$ cat src/rtl/tdm_seq11_pkg.sv
// Shared definitions for the time-multiplexed "11" sequence detector:
// per-channel context encoding, default sizes and the context update rule.
package tdm_seq11_pkg;

  localparam int NCH_DEF = 4;
  localparam int CW_DEF  = 8;

  // S0: last accepted bit was 0 (or nothing accepted yet); S1: last was 1.
  typedef enum logic {
    S0 = 1'b0,
    S1 = 1'b1
  } ctx_e;

  // Context after a handshake: follows the accepted bit, except that a
  // non-overlapping detector forgets the trailing 1 of a completed match.
  function automatic ctx_e ctx_next(input logic bit_in, input logic hit, input logic overlap);
    ctx_e nxt;
    if (hit && !overlap) begin
      nxt = S0;
    end else if (bit_in) begin
      nxt = S1;
    end else begin
      nxt = S0;
    end
    return nxt;
  endfunction

endpackage

$ cat src/rtl/tdm_seq11_det_rr_arbiter.sv
// Round-robin arbiter: grants the first requester at or above the pointer,
// wrapping modulo NCH. Produces a one-hot grant and its encoded index.
module rr_arbiter
  import tdm_seq11_pkg::*;
#(
  parameter int NCH = NCH_DEF,
  parameter int IW  = $clog2(NCH)
) (
  input  logic [NCH-1:0] i_req,
  input  logic [IW-1:0]  i_ptr,
  output logic [NCH-1:0] o_gnt,
  output logic [IW-1:0]  o_idx,
  output logic           o_any
);

  logic [IW-1:0] w_c;

  // Scan channels starting at the pointer; the first active request wins.
  always_comb begin
    o_gnt = '0;
    o_idx = '0;
    o_any = 1'b0;
    w_c   = '0;
    for (int k = 0; k < NCH; k++) begin
      w_c = IW'((int'(i_ptr) + k) % NCH);
      if (!o_any && i_req[w_c]) begin
        o_gnt[w_c] = 1'b1;
        o_idx      = w_c;
        o_any      = 1'b1;
      end else begin
        o_any = o_any;
      end
    end
  end

endmodule

$ cat src/rtl/tdm_seq11_det.sv
// Time-multiplexed "11" detector: NCH serial channels share one Mealy
// evaluation, one granted bit per cycle, each channel keeping its own
// 1-bit context and a saturating match counter.
module tdm_seq11_det
  import tdm_seq11_pkg::*;
#(
  parameter int NCH     = NCH_DEF,
  parameter int CW      = CW_DEF,
  parameter int OVERLAP = 1
) (
  input  logic                     clk,
  input  logic                     rst_b,
  input  logic [NCH-1:0]           ch_valid,
  input  logic [NCH-1:0]           ch_bit,
  output logic [NCH-1:0]           ch_ready,
  input  logic                     clr,
  output logic                     match_valid,
  output logic [$clog2(NCH)-1:0]   match_ch,
  input  logic [$clog2(NCH)-1:0]   cnt_sel,
  output logic [CW-1:0]            cnt_out
);

  localparam int IW = $clog2(NCH);
  localparam logic [CW-1:0] CNT_MAX = {CW{1'b1}};

  ctx_e            r_ctx [NCH];
  logic [CW-1:0]   r_cnt [NCH];
  logic [IW-1:0]   r_ptr;

  logic [NCH-1:0]  w_req;
  logic [NCH-1:0]  w_gnt;
  logic [IW-1:0]   w_idx;
  logic            w_hs;
  logic            w_bit;
  logic            w_match;
  logic [IW-1:0]   w_ptr_nxt;

  // A clear suppresses all requests so nothing is granted that cycle.
  always_comb begin
    w_req = '0;
    if (clr) begin
      w_req = '0;
    end else begin
      w_req = ch_valid;
    end
  end

  rr_arbiter #(
    .NCH (NCH),
    .IW  (IW)
  ) u_arb (
    .i_req (w_req),
    .i_ptr (r_ptr),
    .o_gnt (w_gnt),
    .o_idx (w_idx),
    .o_any (w_hs)
  );

  assign ch_ready = w_gnt;

  // Shared Mealy evaluation of the granted channel's bit against its context.
  always_comb begin
    w_bit     = ch_bit[w_idx];
    w_match   = w_hs && (r_ctx[w_idx] == S1) && w_bit;
    w_ptr_nxt = '0;
    if (w_idx == IW'(NCH - 1)) begin
      w_ptr_nxt = '0;
    end else begin
      w_ptr_nxt = w_idx + 1'b1;
    end
  end

  // Per-channel context: only the granted channel advances.
  always_ff @(posedge clk or negedge rst_b) begin
    if (!rst_b) begin
      for (int i = 0; i < NCH; i++) r_ctx[i] <= S0;
    end else if (clr) begin
      for (int i = 0; i < NCH; i++) r_ctx[i] <= S0;
    end else if (w_hs) begin
      r_ctx[w_idx] <= ctx_next(w_bit, w_match, OVERLAP != 0);
    end
  end

  // Per-channel match counters, saturating at all-ones.
  always_ff @(posedge clk or negedge rst_b) begin
    if (!rst_b) begin
      for (int i = 0; i < NCH; i++) r_cnt[i] <= '0;
    end else if (clr) begin
      for (int i = 0; i < NCH; i++) r_cnt[i] <= '0;
    end else if (w_match && (r_cnt[w_idx] != CNT_MAX)) begin
      r_cnt[w_idx] <= r_cnt[w_idx] + CW'(1);
    end
  end

  // Arbitration pointer and registered match report (match_ch holds between pulses).
  always_ff @(posedge clk or negedge rst_b) begin
    if (!rst_b) begin
      r_ptr       <= '0;
      match_valid <= 1'b0;
      match_ch    <= '0;
    end else if (clr) begin
      r_ptr       <= '0;
      match_valid <= 1'b0;
    end else begin
      match_valid <= w_match;
      if (w_match) match_ch <= w_idx;
      if (w_hs)    r_ptr    <= w_ptr_nxt;
    end
  end

  // Counter readout; out-of-range selects read as zero.
  always_comb begin
    cnt_out = '0;
    if (int'(cnt_sel) < NCH) begin
      cnt_out = r_cnt[cnt_sel];
    end else begin
      cnt_out = '0;
    end
  end

endmodule

$ cat config.mk
export PLATFORM = sky130hd
export DESIGN_NAME = tdm_seq11_det
export DESIGN_NICKNAME = d
export VERILOG_FILES = /design/src/rtl/tdm_seq11_pkg.sv /design/src/rtl/tdm_seq11_det_rr_arbiter.sv /design/src/rtl/tdm_seq11_det.sv
export SDC_FILE = /design/constraint.sdc
export NUM_CORES = 1
export LEC_CHECK = 0
export BUFFER_PORTS_ARGS = -buffer_cell sky130_fd_sc_hd__buf_2
export CORE_MARGIN = 8
export CORE_UTILIZATION = 61
export DETAILED_ROUTE_END_ITERATION = 8
export HOLD_SLACK_MARGIN = 0.08
export PLACE_DENSITY = 0.92
export SETUP_SLACK_MARGIN = 0.2
export SLEW_MARGIN = 30
export SYNTH_ARGS = -nofsm -noshare
export SYNTH_HDL_FRONTEND = slang
export SYNTH_HIERARCHICAL = 1
export SYNTH_SLANG_ARGS = --single-unit
$ cat constraint.sdc
create_clock -name clk -period 6.97 [get_ports clk]
set_input_delay 1.394 -clock clk [delete_from_list [all_inputs] [get_ports clk]]
set_output_delay 1.394 -clock clk [all_outputs]
set_load 0.02 [all_outputs]
==> results.json, run 1 <==
{
  "r2r_cells": 10,
  "critPathArrivalTime_ns": 5.51,
  "first_pass_iters": 4,
  "cts_buffer_depth": 2,
  "post-route-period-util_pct": 76.2,
  "hold_viol": 0,
  "htreeDepth": 2,
  "outcome": "completed",
  "post-route-util_pct": 67.5,
  "cp-end-kind": "flip-flop",
  "min_to": "match_ch[0]",
  "holdCritStartpoint": "match_ch[0]",
  "crit_required_ns": 7.17,
  "slew_viol_final": 0,
  "r2r_slack_ns": 2.17,
  "cts_tree": "done",
  "post_cts_resized": 0,
  "yosysWarnings": 6,
  "final_nets": 255,
  "internal_power_uw": 507,
  "drt-initial-drc-count": 190,
  "start_util_pct": 62.3,
  "grt_util_all_layers_pct": 19.4,
  "drcViolationCount": 0,
  "fin_worst_skew_ns": 0.00863,
  "start_kind": "input port",
  "syn-num-nets": 233,
  "criticalPathCategory": "in -> reg",
  "pwr-share-clk_pct": 18.9,
  "fp.dieW_um": 82.2,
  "ios": 28,
  "period_minus_slack_ns": 5.31,
  "max_freq_mhz": 188,
  "rsz0062_at_grt": "no",
  "fin_hold_ws_ns": 0.512,
  "synth-edff-count": 0,
  "hold_class": "reg -> reg",
  "r2r-end": "r_cnt[31]",
  "p_sw_uw": 359,
  "port_buffers": 27,
  "layout.cells.most_common": "dfrtp_1",
  "grt_pass1_wl_um": 10200,
  "area_growth_pct": 8.27,
  "ctsRootBufferMaster": "clkbuf_8",
  "yosysSeqAreaShare_pct": 38.3,
  "synth_ff_type": "dfrtp_1",
  "cts_sinks": 41,
  "irDropWorstVdd_uv": 282,
  "vias": 1946,
  "cts_setup_buffers": 0,
  "avgRoutedWirePerCell_um": 21.3,
  "setup_tns_ns": 0,
  "antenna_found_initial": 0,
  "async_flop_share_pct": 100,
  "cts_buffers": 5,
  "powerDensity_nw_per_um2": 299,
  "p_comb_share_pct": 48.8,
  "startpoint": "clr",
  "vias_per_cell": 6.83,
  "grt_max_degree": 42,
  "final.fill_count": 316,
  "final_cell_mix": "41 x dfrtp_1, 26 x buf_2, 20 x o2bb2ai_1",
  "drt-total-wl_um": 6060,
  "hold-path-cell-count": 1,
  "row_count": 24,
  "swShare_pct": 41.5,
  "ys_types": 36,
  "crit_fanout": 15,
  "grt_pass1_vias": 2061,
  "clk_pin_slew_worst_paths_ns": 0.08,
  "pwr-share-seq_pct": 32.3,
  "r2r_start": "r_ptr[0]",
  "syn_inst": 210,
  "clock_latency_ns": 0.29,
  "synth_area_um2": 2680,
  "die_h_um": 82.2,
  "drv_cap": 0,
  "design.die.area_um2": 6760,
  "final_antenna_net_count": 0,
  "coreArea_um2": 4290,
  "ctsHoldBuffers": 0,
  "drive_gt1_share_pct": 27.5,
  "setup_viol": 0,
  "synth_seq_cells": 41,
  "syn_avg_cell_area_um2": 12.7,
  "p_leak_uw": 0.00129,
  "tightest_slew_ns": 0.691,
  "n_antenna_cell": 0,
  "slew_headroom_pct": 53.9,
  "grt_overflow": 0,
  "dp_hpwl_um": 4250,
  "place_congestion": 0.880
}
-- power by group through the flow --
| stage | registers [µW] | clock network, µW | logic [µW] |
|---|---|---|---|
| after floorplan | 280 | 0 | 344 |
| after global placement | 283 | 0 | 404 |
| after detailed placement | 286 | 0 | 419 |
| after CTS | 281 | 168 | 423 |
| after global routing | 285 | 177 | 464 |
| final | 280 | 164 | 422 |
-- cells by family after synthesis --
logic type / Yosys count / synth area share, %
compound gates: 58 / 18.4
fa+ha+maj: 10 / 4.68
flops: 41 / 38.3
mux: 29 / 22.3
simple gates: 46 / 10.0
xor+xnor: 6 / 1.96
buf+inv: 20 / 4.35
-- registers in the layout, indices dropped and copies added (netlist names) --
register,count
match_valid,1
r_cnt,32
r_ptr,2
match_ch,2
r_ctx,4
-- critical path, cell delays in order --
cell	delay (ns)
buf_2	0.29
nor2b_1	0.16
mux4_2	0.62
o311ai_0	0.38
a32o_1	0.63
mux4_2	0.39
and3_1	0.35
nor2b_1	0.60
nand3_1	0.40
o2bb2ai_1	0.28
-- cell usage after synthesis, types with 6 or more instances --
| library cell | count | share of area (%) |
|---|---|---|
| dfrtp_1 | 41 | 38 |
| nand3_1 | 10 | 1.9 |
| mux4_1 | 7 | 6.9 |
| mux4_2 | 15 | 13 |
| ha_1 | 10 | 4.7 |
| nand2_1 | 12 | 1.7 |
| inv_1 | 7 | 0.98 |
| o2bb2ai_1 | 20 | 6.5 |
| a22oi_1 | 8 | 2.2 |
| nor2_1 | 6 | 0.84 |
| a22o_1 | 12 | 3.9 |
-- final cells by class --
type / instances / area, µm² / area share (%)
well taps: 52 / 65.1 / 2.25
clock inverters: 2 / 13.8 / 0.475
inverters: 7 / 26.3 / 0.907
multi-input cells: 149 / 1540 / 53.1
flip-flops and latches: 41 / 1030 / 35.4
clock buffers: 6 / 82.6 / 2.85
repair buffers: 28 / 145 / 5.01
-- routing by layer --
metal / track usage [%] / wire [µm] / vias to the layer above
li1: - / - / 878
met1: 26.7 / 2630 / 978
met2: 30.8 / 3000 / 81
met3: 3.14 / 385 / 9
met4: 6.14 / 55 / 0
met5: 0 / 0 / -
-- how the worst max path moves through the flow --
stage / end
floorplan: r_cnt[17]
global placement: r_cnt[23]
detailed placement: r_cnt[23]
CTS: r_cnt[31]
global route: r_cnt[23]
finish: r_cnt[31]
-- stage by stage --
step                      instance area [µm²]  std cells  total power [µW]  setup slack [ns]
final                                    2900        285               866              1.66
after global routing                     2900        285               926              1.26
after CTS                                2900        285               871              1.69
after detailed placement                 2800        277               705              1.44
after global placement                   2800        277               688              1.66
after floorplan                          2680        210               624              1.71
(Power assumes the default switching activity.)
==> inputs of run 2 (changes only) <==
--- a/config.mk
+++ b/config.mk
@@ -7,10 +7,10 @@
 export LEC_CHECK = 0
 export BUFFER_PORTS_ARGS = -buffer_cell sky130_fd_sc_hd__buf_2
 export CORE_MARGIN = 8
-export CORE_UTILIZATION = 61
+export CORE_UTILIZATION = 59
 export DETAILED_ROUTE_END_ITERATION = 8
 export HOLD_SLACK_MARGIN = 0.08
-export PLACE_DENSITY = 0.92
+export PLACE_DENSITY = 0.9
 export SETUP_SLACK_MARGIN = 0.2
 export SLEW_MARGIN = 30
 export SYNTH_ARGS = -nofsm -noshare
==> constraint.sdc (replaced) <==
create_clock -name clk -period 5.3 [get_ports clk]
set_input_delay 1.06 -clock clk [delete_from_list [all_inputs] [get_ports clk]]
set_output_delay 1.06 -clock clk [all_outputs]
set_load 0.02 [all_outputs]
==> run 2 against run 1 <==
  * First-iteration DRC count down 27%
  * Via count grew 3.8%
  * Clock power is 60% higher
  * Total power is 39% higher
  * Global-route usage decreased by 1.2 points
  * Sequential share of layout area is 0.51 points lower
  * Final area rose by 1.5%
  * Flip-flop and latch count unchanged
  * Critical endpoint is now r_cnt[25]
==> results.json, run 2 (same netlist as run 1, synthesis figures left out) <==
{
  "outcome": "completed",
  "grt_util_all_layers_pct": 18.2,
  "layout.cells.most_common": "dfrtp_1",
  "vias_per_cell": 7.01,
  "place_congestion": 0.851,
  "cts_tree": "done",
  "dp_hpwl_um": 4400,
  "criticalPathCategory": "in -> reg",
  "coreArea_um2": 4350,
  "rsz0062_at_grt": "no",
  "multi_input_area_um2": 1540,
  "drcViolationCount": 0,
  "critPathArrivalTime_ns": 4.81,
  "final.fill_count": 301,
  "r2r_cells": 12,
  "htreeDepth": 2,
  "cp_top_family": "multiplexers",
  "cpPeakStageDelay_ns": 0.68,
  "grt_max_degree": 42,
  "row_count": 24,
  "period_minus_slack_ns": 4.63,
  "ctsRootBufferMaster": "clkbuf_8",
  "n_antenna_cell": 0,
  "antenna_found_initial": 0,
  "internal_power_uw": 722,
  "swShare_pct": 40.0,
  "drt-initial-drc-count": 138,
  "final_nets": 258,
  "p_comb_share_pct": 47.4,
  "largest_register": "r_cnt",
  "first_pass_iters": 5,
  "grt_pass1_vias": 2007,
  "cts_buffer_depth": 2,
  "cts_sinks": 41,
  "slew_viol_final": 0,
  "p_sw_uw": 482,
  "post-route-util_pct": 67.5,
  "path_cells": "buf_2 -> nor2b_1 -> mux4_1 -> inv_1 -> a21oi_1 -> o31ai_2 -> buf_4 -> mux4_2 -> and3_1 -> nor2b_1 -> buf_4 -> and3_1 -> a22o_1",
  "setup_viol": 0,
  "hold_class": "reg -> reg",
  "design.die.area_um2": 6950,
  "cts_buffers": 5,
  "cp_num_buf_inv": 4,
  "irDropWorstVdd_uv": 402,
  "port_buffers": 27,
  "final_antenna_net_count": 0,
  "start_util_pct": 61.5,
  "final_cell_mix": "41 x dfrtp_1, 26 x buf_2, 20 x o2bb2ai_1",
  "cp-end-kind": "flip-flop",
  "place_area_um2": 2820,
  "fp.dieW_um": 83.4,
  "tightest_slew_ns": 0.834,
  "slew_headroom_pct": 44.0,
  "crit_required_ns": 5.48,
  "cpMaxStageDelayCell": "o31ai_2",
  "drv_cap": 0,
  "largest_register_ffs": 32,
  "area_growth_pct": 9.86,
  "stdcell_area_um2": 2940,
  "reg_top3": "r_cnt x32, r_ctx x4",
  "die_h_um": 83.4,
  "ios": 28,
  "drive_gt1_share_pct": 28.0,
  "clock_latency_ns": 0.30,
  "max_freq_mhz": 216,
  "setup_tns_ns": 0,
  "hold_viol": 0,
  "start_kind": "input port",
  "post-route-period-util_pct": 87.3,
  "drt-total-wl_um": 6240,
  "pwr-share-seq_pct": 30.7,
  "clk_pin_slew_worst_paths_ns": 0.08,
  "crit_fanout": 10,
  "cts_setup_buffers": 0,
  "vias": 2019,
  "fin_worst_skew_ns": 0.00442,
  "pwr-share-clk_pct": 21.9,
  "p_leak_uw": 0.00131,
  "powerDensity_nw_per_um2": 410,
  "post_cts_resized": 0,
  "ctsHoldBuffers": 0,
  "avgRoutedWirePerCell_um": 21.7,
  "finalPower_uw": 1200,
  "grt_pass1_wl_um": 10400,
  "seq_area_um2": 1030,
  "grt_overflow": 0,
  "hold-path-cell-count": 1,
  "cp.depth": 13
}
-- run 2: metal layers --
layer  part of all wire (%)  track usage, %
met1                     45            24.2
met2                     47            28.4
met3                    6.2            4.00
met4                    1.4            6.55
met5                      0               0
-- run 2: path summary, 6_finish.rpt --
path	from	to	slack, ns
min in group asynchronous	rst_b	r_cnt[25]	0.73
hold / removal	match_ch[1]	match_ch[1]	0.52
max in group asynchronous	rst_b	r_ptr[0]	4.21
setup reg to reg	r_ptr[0]	r_cnt[25]	0.82
setup / recovery	ch_valid[3]	r_cnt[25]	0.67
hold reg to reg	match_ch[1]	match_ch[1]	0.52
-- run 2: final cells by class --
cell class	instances	share of cell area, %
multi-input combinational	149	52.3
sequential	41	34.9
timing repair buffer	31	5.70
clock buffer	7	2.94
tap	52	2.21
clock inverter	1	1.02
inverter	7	0.894
-- run 2: power groups by stage --
stage / sequential (µW) / combinational (µW) / clock (µW)
floorplan: 368 / 453 / 0
global placement: 374 / 544 / 0
detailed placement: 376 / 563 / 0
CTS: 370 / 565 / 267
global route: 375 / 619 / 279
finish: 370 / 571 / 263
-- run 2: metrics by stage --
step	instances	setup WS (ns)	hold WS, ns
floorplan	210	0.375	0.464
CTS	288	0.674	0.515
global placement	280	0.524	0.492
global route	288	0.423	0.527
finish	288	0.673	0.516
detailed placement	280	0.335	0.491
==> inputs of run 3 (changes only) <==
--- a/config.mk
+++ b/config.mk
@@ -5,12 +5,12 @@
 export SDC_FILE = /design/constraint.sdc
 export NUM_CORES = 1
 export LEC_CHECK = 0
-export BUFFER_PORTS_ARGS = -buffer_cell sky130_fd_sc_hd__buf_2
 export CORE_MARGIN = 8
-export CORE_UTILIZATION = 59
+export CORE_UTILIZATION = 61
 export DETAILED_ROUTE_END_ITERATION = 8
+export DONT_BUFFER_PORTS = 1
 export HOLD_SLACK_MARGIN = 0.08
-export PLACE_DENSITY = 0.9
+export PLACE_DENSITY = 0.87
 export SETUP_SLACK_MARGIN = 0.2
 export SLEW_MARGIN = 30
 export SYNTH_ARGS = -nofsm -noshare
==> run 3 against run 2 <==
  * Total power decreased by 4.7%
  * Register-to-register slack worse by 0.15 ns
  * Worst setup slack got worse by 0.0076 ns
  * Largest cell class unchanged
  * Clock-buffer cell count unchanged
  * Flip-flop and latch count is the same
  * Final area is 5.4% lower
  * Final cell count down 10%
  * Clock power about the same
  * Die area shrank 2.7%
==> results.json, run 3 (same netlist as run 1, synthesis figures left out) <==
{
  "drive_gt1_share_pct": 18.0,
  "coreArea_um2": 4290,
  "cts_buffers": 5,
  "r2r_cells": 12,
  "outcome": "completed",
  "die_h_um": 82.2,
  "drt-initial-drc-count": 168,
  "path_cells": "inv_1 -> ha_1 -> mux4_2 -> a21oi_1 -> o31ai_2 -> buf_4 -> mux4_1 -> ha_1 -> and4_4 -> nand4_4 -> a31oi_2 -> a22o_1",
  "row_count": 24,
  "final_cell_mix": "41 x dfrtp_1, 20 x o2bb2ai_1, 15 x mux4_2",
  "cts_sinks": 41,
  "slew_headroom_pct": 40.3,
  "htreeDepth": 2,
  "drcViolationCount": 0,
  "grt.busiest_layer": "met2",
  "stdcell_area_um2": 2780,
  "cpPeakStageDelay_ns": 0.73,
  "cts_tree": "done",
  "cts_buffer_depth": 2,
  "final_antenna_net_count": 0,
  "fin_worst_skew_ns": 0.00402,
  "ios": 28,
  "use_met1_pct": 25.1,
  "n_antenna_cell": 0,
  "layout.cells.most_common": "dfrtp_1",
  "cp_num_buf_inv": 2,
  "cp_top_family": "compound AO/OA/AOI/OAI gates",
  "p_leak_uw": 0.00117,
  "start_kind": "flip-flop",
  "ctsRootBufferMaster": "clkbuf_8",
  "place_congestion": 0.861,
  "post-route-period-util_pct": 87.4,
  "vias": 1878,
  "final_nets": 228,
  "drt-total-wl_um": 5870,
  "place_area_um2": 2660,
  "grt_util_all_layers_pct": 18.7,
  "cp.depth": 12,
  "pre_cts_ws_ns": 0.389,
  "slew_viol_final": 0,
  "grt_max_degree": 42,
  "reg_top3": "r_cnt x32, r_ctx x4",
  "first_pass_iters": 4,
  "fp.dieW_um": 82.2,
  "vias_per_cell": 7.28,
  "hold_class": "in -> async",
  "finalPower_uw": 1150,
  "rsz0062_at_grt": "no",
  "criticalPathCategory": "reg -> reg",
  "powerDensity_nw_per_um2": 412,
  "grt_pass1_vias": 1811,
  "seq_area_um2": 1030,
  "critPathArrivalTime_ns": 4.82,
  "final.fill_count": 330,
  "use_met3_pct": 6.60,
  "irDropWorstVdd_uv": 356,
  "crit_required_ns": 5.49,
  "setup_viol": 0,
  "period_minus_slack_ns": 4.63,
  "antenna_found_initial": 0,
  "drv_cap": 0,
  "dp_hpwl_um": 4130,
  "setup_tns_ns": 0,
  "design.die.area_um2": 6760,
  "area_growth_pct": 3.93,
  "crit_fanout": 13,
  "port_buffers": 0,
  "clk_pin_slew_worst_paths_ns": 0.08,
  "multi_input_area_um2": 1540,
  "cp-end-kind": "flip-flop",
  "clock_latency_ns": 0.30,
  "hold_viol": 0,
  "grt_overflow": 0,
  "largest_register_ffs": 32,
  "max_freq_mhz": 216,
  "cpMaxStageDelayCell": "o31ai_2",
  "fin_ws_ns": 0.665,
  "met2_usage_pct": 27.3,
  "largest_register": "r_cnt",
  "avgRoutedWirePerCell_um": 22.8,
  "tightest_slew_ns": 0.891,
  "grt_pass1_wl_um": 9450,
  "start_util_pct": 62.3,
  "cp_common_cell": "ha_1",
  "cts_setup_buffers": 0
}
==> run 3: changes by cell type in the layout (fill, tap and decap cells not counted) <==
cell    change
buf_4       -4
a32o_1      -1
buf_2      -26
a32o_2      +1
==> run 3: power breakdown <==
part           switching (µW)  internal [µW]
registers                42.7            337
clock network             108            154
logic                     299            206
total                     450            697
==> run 3: timing repair <==
item,in CTS,in global routing
resized for setup,0,1
setup endpoints to repair,0,16
hold buffers,0,0
hold endpoints to repair,0,0
==> run 3: per-stage QoR <==
stage	cells	hold WS, ns	util [%]
after floorplan	210	0.464	-
after global placement	250	0.489	62.0
after detailed placement	250	0.493	62.0
after CTS	258	0.444	64.7
after global routing	258	0.427	64.8
final	258	0.447	64.8
==> run 3: final cells by class <==
class	count	share of cell area, %
sequential	41	36.9
clock inverter	1	1.08
tap	52	2.34
clock buffer	7	3.10
multi-input combinational	149	55.4
timing repair buffer	1	0.270
inverter	7	0.945
==> run 3: final timing paths <==
check	slack, ns	to	startpoint
worst max-delay path	0.67	r_cnt[29]	r_ptr[0]
max in group asynchronous	4.77	r_ptr[1]	rst_b
worst min register to register	0.52	r_cnt[24]	r_cnt[24]
min in group clk	0.52	r_cnt[24]	r_cnt[24]
worst min-delay path	0.45	r_cnt[2]	rst_b
worst max register to register	0.67	r_cnt[29]	r_ptr[0]
==> run 3: per-layer routing <==
layer / vias to the layer above / routed length, µm / share of wire, %
li1: 832 / - / -
met1: 945 / 2480 / 42
met2: 89 / 2810 / 48
met3: 12 / 502 / 8.5
met4: 0 / 87 / 1.5
met5: - / 0 / 0
